[config.mk]
export PLATFORM = sky130hd
export DESIGN_NAME = reservation_station
export DESIGN_NICKNAME = d
export VERILOG_FILES = /design/src/rtl/qu_common.sv /design/src/rtl/priority_picker.sv /design/src/rtl/reservation_station.sv
export SDC_FILE = /design/constraint.sdc
export NUM_CORES = 2
export LEC_CHECK = 0
export ABC_CLOCK_PERIOD_IN_PS = 5850
export BUFFER_PORTS_ARGS = -buffer_cell sky130_fd_sc_hd__buf_2
export CELL_PAD_IN_SITES_DETAIL_PLACEMENT = 0
export CELL_PAD_IN_SITES_GLOBAL_PLACEMENT = 1
export CORE_MARGIN = 2
export CORE_UTILIZATION = 50
export DETAILED_ROUTE_END_ITERATION = 10
export MAX_ROUTING_LAYER = met4
export PLACE_DENSITY = 0.85
export SYNTH_ARGS = -nofsm -noshare
export SYNTH_HDL_FRONTEND = slang
export SYNTH_SLANG_ARGS = --single-unit
[constraint.sdc]
create_clock -name clk -period 5.85 [get_ports clk]
set_clock_uncertainty 0.15 [all_clocks]
set_input_delay 0.2925 -clock clk [delete_from_list [all_inputs] [get_ports clk]]
set_output_delay 0.2925 -clock clk [all_outputs]
set_load 0.005 [all_outputs]
[src/rtl/qu_common.sv]
// Shared queue-unit types: reservation-station slot address, entry layout and
// default sizing, plus the CDB tag-match helper used for wakeup and bypass.
package qu_common;

  localparam int RES_ST_DEPTH_DEFAULT = 8;
  localparam int DATA_WIDTH_DEFAULT   = 32;
  localparam int PHY_RF_ADDR_WIDTH    = 6;
  localparam int UOP_WIDTH            = 8;
  localparam int RES_ST_ADDR_WIDTH    = $clog2(RES_ST_DEPTH_DEFAULT);

  typedef logic [RES_ST_ADDR_WIDTH-1:0]  res_st_addr_t;
  typedef logic [PHY_RF_ADDR_WIDTH-1:0]  phy_tag_t;
  typedef logic [DATA_WIDTH_DEFAULT-1:0] data_t;

  typedef struct packed {
    logic                 valid;
    logic [UOP_WIDTH-1:0] uop;
    phy_tag_t             rs1_tag;
    data_t                rs1_val;
    logic                 rs1_rdy;
    phy_tag_t             rs2_tag;
    data_t                rs2_val;
    logic                 rs2_rdy;
    phy_tag_t             rd_tag;
  } res_st_cell_t;

  // An operand wakes only while it is still waiting on the broadcast tag.
  function automatic logic tag_hit(input logic     cdb_v,
                                   input phy_tag_t cdb_t,
                                   input phy_tag_t op_tag,
                                   input logic     op_rdy);
    return cdb_v && !op_rdy && (cdb_t == op_tag);
  endfunction

endpackage

[src/rtl/priority_picker.sv]
// Lowest-index one-hot picker: returns the index of the lowest set request bit
// and whether any bit is set. Index is 0 when no request is present.
module priority_picker #(
  parameter int N = 8,
  parameter int W = $clog2(N)
) (
  input  logic [N-1:0] i_req,
  output logic [W-1:0] o_idx,
  output logic         o_any
);

  // Scan high to low so the lowest set bit is the last one written.
  always_comb begin
    o_idx = '0;
    for (int i = N - 1; i >= 0; i--) begin
      if (i_req[i]) o_idx = W'(i);
    end
  end

  assign o_any = |i_req;

endmodule

[src/rtl/reservation_station.sv]
// Reservation station: slot allocation, CDB wakeup with write bypass, and a
// one-deep issue register. Optional perf counters under QU_RES_ST_PERF_EN.
module reservation_station
  import qu_common::*;
#(
  parameter int RES_ST_DEPTH = RES_ST_DEPTH_DEFAULT,
  parameter int DATA_WIDTH   = DATA_WIDTH_DEFAULT
) (
  input  logic                         clk,
  input  logic                         rst,
  input  logic                         flush,
  input  logic                         wr_en,
  input  res_st_addr_t                 wr_addr,
  input  res_st_cell_t                 wr_data,
  output res_st_addr_t                 free_addr,
  output logic                         full,
  output logic                         wr_err,
  input  logic                         cdb_valid,
  input  logic [PHY_RF_ADDR_WIDTH-1:0] cdb_tag,
  input  logic [DATA_WIDTH-1:0]        cdb_data,
  output logic                         issue_valid,
  input  logic                         issue_ready,
  output res_st_cell_t                 issue_data
`ifdef QU_RES_ST_PERF_EN
  ,
  output logic [$clog2(RES_ST_DEPTH):0] occupancy,
  output logic [31:0]                   issue_count
`endif
);

  localparam int AW = $clog2(RES_ST_DEPTH);

  res_st_cell_t            w_cells [RES_ST_DEPTH];
  logic [RES_ST_DEPTH-1:0] w_valid;
  logic [RES_ST_DEPTH-1:0] w_ready;
  logic [RES_ST_DEPTH-1:0] w_wr_hit;
  logic [AW-1:0]           w_free_idx;
  logic [AW-1:0]           w_iss_idx;
  logic                    w_free_any;
  logic                    w_iss_any;
  logic                    w_load;
  logic                    w_take;
  data_t                   w_cdb_data;

  logic                    r_iss_vld;
  res_st_cell_t            r_iss_data;
  logic                    r_wr_err;

  assign w_cdb_data = data_t'(cdb_data);

  for (genvar g = 0; g < RES_ST_DEPTH; g++) begin : g_ent
    res_st_cell_t r_cell;
    res_st_cell_t w_nxt;

    assign w_cells[g]  = r_cell;
    assign w_valid[g]  = r_cell.valid;
    assign w_ready[g]  = r_cell.valid & r_cell.rs1_rdy & r_cell.rs2_rdy;
    assign w_wr_hit[g] = wr_en && (wr_addr == res_st_addr_t'(g)) && !r_cell.valid;

    // Wakeup is applied after the write mux so a fresh entry sees the same-cycle broadcast.
    always_comb begin
      w_nxt = w_wr_hit[g] ? wr_data : r_cell;
      if (w_wr_hit[g]) w_nxt.valid = 1'b1;
      if (w_nxt.valid && tag_hit(cdb_valid, cdb_tag, w_nxt.rs1_tag, w_nxt.rs1_rdy)) begin
        w_nxt.rs1_val = w_cdb_data;
        w_nxt.rs1_rdy = 1'b1;
      end
      if (w_nxt.valid && tag_hit(cdb_valid, cdb_tag, w_nxt.rs2_tag, w_nxt.rs2_rdy)) begin
        w_nxt.rs2_val = w_cdb_data;
        w_nxt.rs2_rdy = 1'b1;
      end
      if (w_take && (w_iss_idx == AW'(g))) w_nxt.valid = 1'b0;
    end

    always_ff @(posedge clk or negedge rst) begin
      if (!rst)       r_cell       <= '0;
      else if (flush) r_cell.valid <= 1'b0;
      else            r_cell       <= w_nxt;
    end
  end

  priority_picker #(.N(RES_ST_DEPTH), .W(AW)) u_free_pick (
    .i_req (~w_valid),
    .o_idx (w_free_idx),
    .o_any (w_free_any)
  );

  priority_picker #(.N(RES_ST_DEPTH), .W(AW)) u_iss_pick (
    .i_req (w_ready),
    .o_idx (w_iss_idx),
    .o_any (w_iss_any)
  );

  assign full      = &w_valid;
  assign free_addr = w_free_any ? res_st_addr_t'(w_free_idx) : '0;

  // Issue register refills when empty or draining; the source slot is freed on the same edge.
  assign w_load = !r_iss_vld || issue_ready;
  assign w_take = w_load && w_iss_any && !flush;

  always_ff @(posedge clk or negedge rst) begin
    if (!rst) begin
      r_iss_vld  <= 1'b0;
      r_iss_data <= '0;
    end else if (flush) begin
      r_iss_vld  <= 1'b0;
    end else if (w_load) begin
      r_iss_vld <= w_iss_any;
      if (w_iss_any) r_iss_data <= w_cells[w_iss_idx];
    end
  end

  always_ff @(posedge clk or negedge rst) begin
    if (!rst) r_wr_err <= 1'b0;
    else      r_wr_err <= wr_en && !flush && w_valid[wr_addr];
  end

  assign issue_valid = r_iss_vld;
  assign issue_data  = r_iss_data;
  assign wr_err      = r_wr_err;

`ifdef QU_RES_ST_PERF_EN
  localparam int OCC_W = $clog2(RES_ST_DEPTH) + 1;

  logic [31:0] r_issue_cnt;

  always_comb begin
    occupancy = '0;
    for (int i = 0; i < RES_ST_DEPTH; i++) occupancy = occupancy + OCC_W'(w_valid[i]);
  end

  // Counts handshakes across flushes; only reset clears it.
  always_ff @(posedge clk or negedge rst) begin
    if (!rst)                            r_issue_cnt <= '0;
    else if (r_iss_vld && issue_ready)   r_issue_cnt <= r_issue_cnt + 32'd1;
  end

  assign issue_count = r_issue_cnt;
`endif

endmodule

==> reports/metrics.cfg <==
[outcome]
outcome=finished, final reports clean

[logic_synthesis]
synthTopCellsByArea=dfrtp_1, nand2_1, mux2_2
async_reset_ff_share_pct=100
ys_warn_count=0
synth_top_area_cell=dfrtp_1
synth_flop_cell=dfrtp_1
synth_area_sq_um=45700
synth.distinct_cells=82
postSynthCellCount=4772
ys_seq_elements=839
synth.top_cell.area_share_pct=45.9
synth_edf_count=0
syn_avg_cell_area_sq_um=9.59
ys_seq_area_share_pct=45.9
syn_nets=4912

[placement]
port_buffers=237
hpwl_um=101000
dp_slack_ns=1.54
gp_congestion=0.967

[clock_network]
cts.repair.resized=0
cts.clk_slew.worst_paths_ns=0.06
post_cts_buffers=0
clockRootBuffer=clkbuf_16
cts_hold_buf=174
clk_latency_ns=0.67
cts_tree=yes
cts_sinks=839
clk_path_buf_depth=3
cts_max_level=3
cts_buffers=94

[power]
ir_drop_v=0.000256
p_leak_uw=0.0220
powerDensity_nw_per_um2=337

[routing]
vias=42300
firstDrtPassIters=6
antenna_left=0
viasPerCell=6.86
drt-total-wl_um=178000
drtIter0Drc=5736
routedWlPerCell_um=28.9
drc_errors=0

[timing]
worst_slew_pin_slew_ns=1.24
fin_crit_sh_pct=75.5
hold_viol=0
period_needed_ns=4.41
max_freq_ghz=0.227
tns_ns=0
setup_violations=0
slew_viol_final=0
setup_slack_ns=1.44
rsz0062_at_grt=no
relSlewSlack_pct=17.3

[grt]
grt_pass1_vias=41000
grt_util_met3_pct=7.20
grt_pass1_wl_um=265000
met1_usage_pct=50.4
grt_busiest_layer=met2
use_met2_pct=57.1
track_usage_pct=38.4
grt-ovfl-total=0
grt_max_degree=171
antenna_found_initial=5

[layout]
final_cell_mix=dfrtp_1, nand2_1, nand3_1
syn2layout_area_growth_pct=14.9
final_nets=5043
layout-drive-gt1-share_pct=19.8
final_common_cell=dfrtp_1

[die]
fp.dieH_um=306
core_area_sq_um=90300
start_util_pct=50.7
die_area_sq_um=93900
rows=110
fp.dieW_um=306
boundaryPins=239

[critical_path]
cp.arrival_ns=4.86
cp_top_family=buffers and inverters
max_stage_delay_ns=0.76
crit_fanout=25
critPathLaunchType=primary input
rrSetupSlack_ns=1.48
worst_ep_required_time_ns=6.29
rr_worst_depth=8
slowest_stage=nor2_4
worstSetupPathType=primary input to flop
crit_chain=dlygate4sd3_1 > buf_2 > nand4b_1 > nor2_4 > a31oi_1 > nor4_1 > nand2b_2 > o21ai_4 > buf_4 > o221a_2 > dlygate4sd3_1
path_depth=11
end_kind=flop
crit_buf_inv=4
crit_path_frequent_cell=dlygate4sd3_1

[run]
max_cap_violations=0

[hold_path]
whs_path_depth=3
hold_path.class=primary input to flop

cell type report:
cell class | count | area, sq um
Fill cell | 7838 | 37700
Timing Repair Buffer | 504 | 3830
Tap cell | 1176 | 1470
Clock inverter | 33 | 303
Inverter | 87 | 327
Multi-Input combinational cell | 3377 | 22800
Antenna cell | 4 | 10.0
Sequential cell | 839 | 21000
Clock buffer | 139 | 2810
tightest hold or removal path: stages:
cell and delay, ns:
buf_2 0.19, nand4b_1 0.25, a211oi_1 0.11
worst paths after layout:
| check | start | to |
|---|---|---|
| hold reg to reg | issue_data[6] | issue_data[6] |
| hold / removal | wr_addr[1] | g_ent[6].r_cell[92] |
| setup / recovery | wr_en | g_ent[3].r_cell[47] |
| min in group asynchronous | rst | g_ent[2].r_cell[3] |
| setup reg to reg | g_ent[7].r_cell[92] | g_ent[7].r_cell[25] |
| max in group asynchronous | rst | g_ent[1].r_cell[69] |
synthesized netlist by cell type (all sizes together) (4+ instances only):
library cell  count
a2111o           52
a2111oi           5
a211o            13
a211oi            5
a21oi           255
a221o           128
a311o            29
a311oi           15
a31o              4
a31oi            68
a32oi           131
and3             13
buf             151
clkbuf          318
dfrtp           839
inv              86
mux2            236
mux2i            94
nand2           795
nand2b          123
nand3           285
nand3b            5
nand4            17
nand4b            5
nor2            122
nor2b           121
nor3             87
nor4             15
nor4b             4
o211ai          192
o21a              9
o21ai           119
o221a           162
o221ai           47
o22a             65
o22ai             9
or2              34
or4               5
xnor2            27
xor2             36
cells by family after synthesis:
| logic type | synth area share, % |
|---|---|
| compound gates | 23.1 |
| xor+xnor | 1.21 |
| buf+inv | 4.98 |
| flops | 45.9 |
| mux | 7.96 |
| simple gates | 16.8 |
metrics by stage:
step	util, %	cell area, sq um	total power [uW]	hold slack, ns	cells
after floorplan	-	45700	10000	-0.153	4772
final	58.2	52500	17700	0.0743	6159
after CTS	58.2	52500	17700	0.0261	6155
after global placement	52.8	47700	11400	0.292	5809
after global routing	58.2	52500	18400	0.0964	6159
after detailed placement	52.8	47700	11500	0.292	5809
report_power, final:
group	internal, uW	leakage, uW	switching [uW]
Combinational	1840	0.0110	1840
Clock	3500	0.00155	2550
Sequential	7060	0.00952	935
per-layer routing:
layer	up-vias	wire length, um
met2	2671	78800
met3	629	18900
met5	-	0
met1	21000	70700
met4	0	9710
li1	18000	-
flip-flops by register name, summed over array words and instances (netlist names):
| signal | flops |
|---|---|
| wr_err | 1 |
| issue_data | 93 |
| issue_valid | 1 |
| g_ent.r_cell | 744 |
(Power assumes the default switching activity.)
